File: config.mk
export PLATFORM = sky130hd
export DESIGN_NAME = mul_share_ctrl
export DESIGN_NICKNAME = d
export VERILOG_FILES = /design/src/rtl/mul_share_ctrl.sv
export SDC_FILE = /design/constraint.sdc
export NUM_CORES = 1
export LEC_CHECK = 0
export ABC_AREA = 1
export CELL_PAD_IN_SITES_DETAIL_PLACEMENT = 1
export CELL_PAD_IN_SITES_GLOBAL_PLACEMENT = 1
export CORE_MARGIN = 5
export CORE_UTILIZATION = 25
export CTS_CLUSTER_SIZE = 10
export DETAILED_ROUTE_END_ITERATION = 10
export GPL_ROUTABILITY_DRIVEN = 0
export GPL_TIMING_DRIVEN = 0
export PLACE_DENSITY = 0.71
export SETUP_SLACK_MARGIN = 0.5
export SLEW_MARGIN = 20
export SYNTH_ARGS = -nofsm -noshare
export SYNTH_HDL_FRONTEND = slang
export SYNTH_SLANG_ARGS = --single-unit
export TNS_END_PERCENT = 1
File: constraint.sdc
create_clock -name ck -period 1.6 [get_ports ck]
set_input_delay 0.32 -clock ck [delete_from_list [all_inputs] [get_ports ck]]
set_output_delay 0.32 -clock ck [all_outputs]
set_load 0.01 [all_outputs]
File: src/rtl/mul_share_ctrl.sv
// mul_share_ctrl: shares one 4x4 shift-add multiplier core between two
// requesters. It grants round-robin, launches the core and returns the product
// with a one-cycle ack. A watchdog aborts a hung multiplication.
//
// Handshakes:
//   req/ack     : req[i] is held high until ack[i]. ack[i] is a one-cycle pulse.
//                 prod and resp_err are valid in the ack cycle. The ack is sent
//                 even if req[i] drops mid-operation. A req that is low when
//                 IDLE samples it is never granted.
//   start/ready : mul_start pulses for one cycle. mul_a/mul_b stay stable until
//                 the operation ends. mul_ready is ignored in the cycle after
//                 the pulse, because it may still be high from idle. After that,
//                 the first high mul_ready completes the operation.
module mul_share_ctrl #(
    parameter int TIMEOUT = 16,
    parameter int CW      = 8
) (
    input  logic       ck,
    input  logic       rst,
    input  logic [1:0] req,
    input  logic [3:0] opa0,
    input  logic [3:0] opb0,
    input  logic [3:0] opa1,
    input  logic [3:0] opb1,
    output logic [1:0] ack,
    output logic [7:0] prod,
    output logic       resp_err,
    output logic       err_sticky,
    output logic       mul_start,
    output logic [3:0] mul_a,
    output logic [3:0] mul_b,
    input  logic [7:0] mul_p,
    input  logic       mul_ready,
    // state encoding: 0 IDLE, 1 LAUNCH, 2 SKIP, 3 BUSY, 4 DONE
    output logic [2:0] dbg_state
);

    typedef enum logic [2:0] {
        IDLE   = 3'd0,
        LAUNCH = 3'd1,
        SKIP   = 3'd2,
        BUSY   = 3'd3,
        DONE   = 3'd4
    } state_t;

    localparam logic [CW-1:0] WD_LAST = CW'(TIMEOUT - 1);

    state_t        state;
    logic          winner;   // requester currently being served
    logic          rr;       // requester that wins when both ask
    logic          pick;     // winner candidate while in IDLE
    logic [CW-1:0] wd;       // BUSY cycles spent without ready

    assign dbg_state = state;

    // Choose the requester to grant: rr decides ties, otherwise the sole asker.
    always_comb begin
        pick = (req == 2'b11) ? rr : req[1];
    end

    // Controller: sequences grant, launch, wait and completion. All outputs are registered.
    always_ff @(posedge ck or posedge rst) begin
        if (rst) begin
            state      <= IDLE;
            winner     <= 1'b0;
            rr         <= 1'b0;
            wd         <= '0;
            ack        <= 2'b00;
            prod       <= 8'h00;
            resp_err   <= 1'b0;
            err_sticky <= 1'b0;
            mul_start  <= 1'b0;
            mul_a      <= 4'h0;
            mul_b      <= 4'h0;
        end else begin
            mul_start <= 1'b0;
            ack       <= 2'b00;
            case (state)
                IDLE: begin
                    if (req != 2'b00) begin
                        winner    <= pick;
                        mul_a     <= pick ? opa1 : opa0;
                        mul_b     <= pick ? opb1 : opb0;
                        mul_start <= 1'b1;
                        state     <= LAUNCH;
                    end
                end
                LAUNCH: begin
                    state <= SKIP;
                end
                SKIP: begin
                    wd    <= '0;
                    state <= BUSY;
                end
                BUSY: begin
                    if (mul_ready) begin
                        prod     <= mul_p;
                        resp_err <= 1'b0;
                        ack      <= winner ? 2'b10 : 2'b01;
                        state    <= DONE;
                    end else if (wd == WD_LAST) begin
                        prod       <= 8'h00;
                        resp_err   <= 1'b1;
                        err_sticky <= 1'b1;
                        ack        <= winner ? 2'b10 : 2'b01;
                        state      <= DONE;
                    end else begin
                        wd <= wd + CW'(1);
                    end
                end
                DONE: begin
                    rr    <= ~winner;
                    state <= IDLE;
                end
                default: begin
                    state <= IDLE;
                end
            endcase
        end
    end

endmodule

==> impl_metrics.json <==
{
  "crit_path_end": "dbg_state[1]",
  "whs_ns": 0.463,
  "finalSetupViolCount": 0,
  "wl_per_cell_um": 13.4,
  "first_pass_iters": 4,
  "synth_area_per_cell_um2": 8.22,
  "ir_drop_mv": 0.752,
  "fin_nets": 298,
  "worst_pin_slew_ns": 0.733,
  "startpoint_type": "flip-flop",
  "grt_pass1_vias": 1650,
  "yosys_register_bits": 34,
  "critPathKind": "flip-flop to output port",
  "track_usage_pct": 11.7,
  "start_util_pct": 25.4,
  "root_buffer": "clkbuf_8",
  "status": "completed",
  "finalWirelength_um": 4640,
  "worstPathRequired_ns": 1.28,
  "crit_family": "buffers and inverters",
  "rows": 29,
  "core_area_um2": 6280,
  "io-pin-count": 53,
  "drtAntennaViolNets": 0,
  "die_area_um2": 8070,
  "slew_violations": 0,
  "final_area_um2": 2490,
  "power.density_nw_per_um2": 1560,
  "cp_num_cells": 2,
  "grt_overflow_total": 0,
  "drv_cap": 0,
  "critPathBufInv": 2,
  "yosys-top-cells-count": "nand2_1 (58), dfrtp_1 (34), nor2_1 (25)",
  "swShare_pct": 37.2,
  "fmax_mhz": 721,
  "drtIter0Drc": 66,
  "r2r_cells": 7,
  "synth_edf_count": 0,
  "finalHoldViolCount": 0,
  "cpMaxStageDelayCell": "dfrtp_1",
  "max_stage_delay_ns": 0.38,
  "synthCells": 194,
  "end_kind": "output port",
  "placed_area_um2": 2230,
  "r2r-end": "wd[2]",
  "ys_top_cells_by_area": "dfrtp_1 (53%), nand2_1 (14%), nor2_1 (5.9%), o21ai_1 (5.3%), nand3_1 (4.4%)",
  "syn_to_final_growth_pct": 56.3,
  "synthFlopType": "dfrtp_1",
  "fin_skew_ns": 0.00689,
  "ctsHoldBuffers": 0,
  "htree_levels": 2,
  "slew-limit-headroom_pct": 51.1,
  "port_buffers": 52,
  "async_reset_ff_share_pct": 100,
  "cts.sinks": 34,
  "synth.distinct_cells": 25,
  "grt_max_degree": 35,
  "clock_latency_ns": 0.28,
  "synth_top_area_share_pct": 53.4,
  "timing.final.crit_share_pct": 86.7,
  "synth_top_area_cell": "dfrtp_1",
  "grt_setup_unrepaired": "true",
  "reg2reg_from": "wd[4]",
  "dp_hpwl_um": 3120,
  "path_clk_slew_ns": 0.07,
  "rrSetupSlack_ns": 0.25,
  "seq_area_frac_synth_pct": 53.4,
  "min_path_type": "flip-flop to flip-flop",
  "cts_buffers": 5,
  "fillers": 788,
  "grt_pass1_wl_um": 7790,
  "netlist_area_um2": 1590,
  "die_x_um": 89.9,
  "via_per_inst": 4.42,
  "cp_cell_sequence": "buf_4, dlygate4sd2_1",
  "place_ws_ns": -0.223,
  "intPower_uw": 2450,
  "cp_max_fo": 2,
  "final_util_pct": 39.7,
  "vias": 1531,
  "antenna_cells": 0,
  "antenna_found_initial": 0,
  "syn_nets": 224,
  "critPathArrivalTime_ns": 1.07,
  "drcViolationCount": 0,
  "ys_warn_count": 0,
  "clockBufferDepth": 2,
  "leakagePower_uw": 0.00123,
  "total_power_uw": 3900,
  "combPwrFrac_pct": 45.4,
  "p_seq_share_pct": 34.5,
  "min_period_ns": 1.39,
  "p_switching_uw": 1450,
  "worst_slack_ns": 0.213,
  "yosys.cell_count.top_type": "nand2_1",
  "tritoncts": "yes",
  "pwr-share-clk_pct": 20.1,
  "startpoint": "dbg_state[1]",
  "die_h_um": 89.9,
  "layout-drive-gt1-share_pct": 18.2
}
-- state kept, by name, summed over array words and instances, names as in the netlist --
register	cells
mul_b	4
resp_err	1
ack	2
mul_start	1
prod	8
wd	8
winner	1
dbg_state	3
mul_a	4
err_sticky	1
rr	1
-- cell families (layout without fill, tap and decap cells) --
logic type,count (synthesis),in the layout,synth area share (%)
and+or+nand+nor,111,111,30.0
buffers and inverters,19,94,5.26
DFF,34,34,53.4
xor gates and xnor gates,1,1,0.550
adders and majority gates,1,1,0.785
AOI/OAI and AO/OA,28,28,10.0
-- metal layers --
metal / vias to the layer above / wire length [um] / global-route usage (%)
li1: 764 / - / -
met1: 737 / 2020 / 14.6
met2: 28 / 2430 / 20.2
met3: 2 / 165 / 2.84
met4: 0 / 22 / 3.23
met5: - / 0 / 0
-- worst register-to-register path, stage by stage, from the launching register on --
cell and delay (ns):
dfrtp_1 0.42, nor2_1 0.12, nand2_1 0.11, o21bai_4 0.24, nand2_2 0.13, nand2_4 0.13, nand2_1 0.08, nand2_1 0.06
-- power groups by stage --
stage / Clock [uW] / Combinational [uW] / Sequential, uW
finish: 782 / 1770 / 1350
global route: 847 / 1960 / 1400
CTS: 811 / 1670 / 1350
detailed placement: 0 / 1620 / 1390
global placement: 0 / 1590 / 1390
floorplan: 0 / 705 / 1480
-- worst min path at each step --
stage	startpoint	endpoint	slack (ns)	depth (start not counted)
after global routing	err_sticky	err_sticky	0.50	1
after global placement	err_sticky	err_sticky	0.45	1
final	err_sticky	err_sticky	0.46	1
after CTS	err_sticky	err_sticky	0.46	1
after detailed placement	err_sticky	err_sticky	0.45	1
after floorplan	winner	ack[0]	0.42	1
-- cells in the final DEF, fill, tap and decap left out --
cell             Yosys  final
a21o_1               2      2
buf_6                1      3
o21ai_1             17     17
bufinv_16            0      1
ha_4                 0      1
a21oi_2              0      1
buf_12               0      1
nand3_4              0      1
dlygate4sd2_1        0     23
a31oi_1              1      1
nand2_2              4      5
buf_4                1     13
inv_1               13     11
o21bai_4             1      1
xor2_1               1      1
clkinvlp_4           0      3
clkbuf_8             0      5
nand3_1             14     14
nor2_1              25     25
dfrtp_1             34     31
nand2_1             58     55
clkbuf_1             1      2
clkdlybuf4s15_1      0      1
nor2_4               1      3
nor3_2               0      1
nand2_4              1      3
o21ai_0              3      3
inv_2                2      3
clkdlybuf4s50_1      0     28
or2_2                1      1
nor3_1               4      3
dfrtp_2              0      3
a21oi_1              4      3
-- what timing repair did --
action | CTS | global route
endpoints found under the setup margin | 57 | 59
pin swaps | 2 | 3
resized for setup | 40 | 3
buffers inserted | 6 | 7
gates cloned | 2 | 0
-- through the flow --
stage	instances	TNS [ns]
final	346	0
after global placement	323	-12.26
after floorplan	194	0
after detailed placement	323	-1.65
after CTS	339	0
after global routing	346	0
-- final cells by class --
cell class / instances / area, um2 / share of cell area, %
repair inverters: 1 / 7.51 / 0.301
clock buffers: 6 / 72.6 / 2.91
well taps: 77 / 96.3 / 3.87
flip-flops and latches: 34 / 855 / 34.3
inverters: 15 / 60.1 / 2.41
plain buffers: 4 / 33.8 / 1.36
repair buffers: 66 / 613 / 24.6
multi-input cells: 141 / 716 / 28.7
clock inverters: 2 / 37.5 / 1.51
No activity file was read; power rests on OpenSTA's default activity.
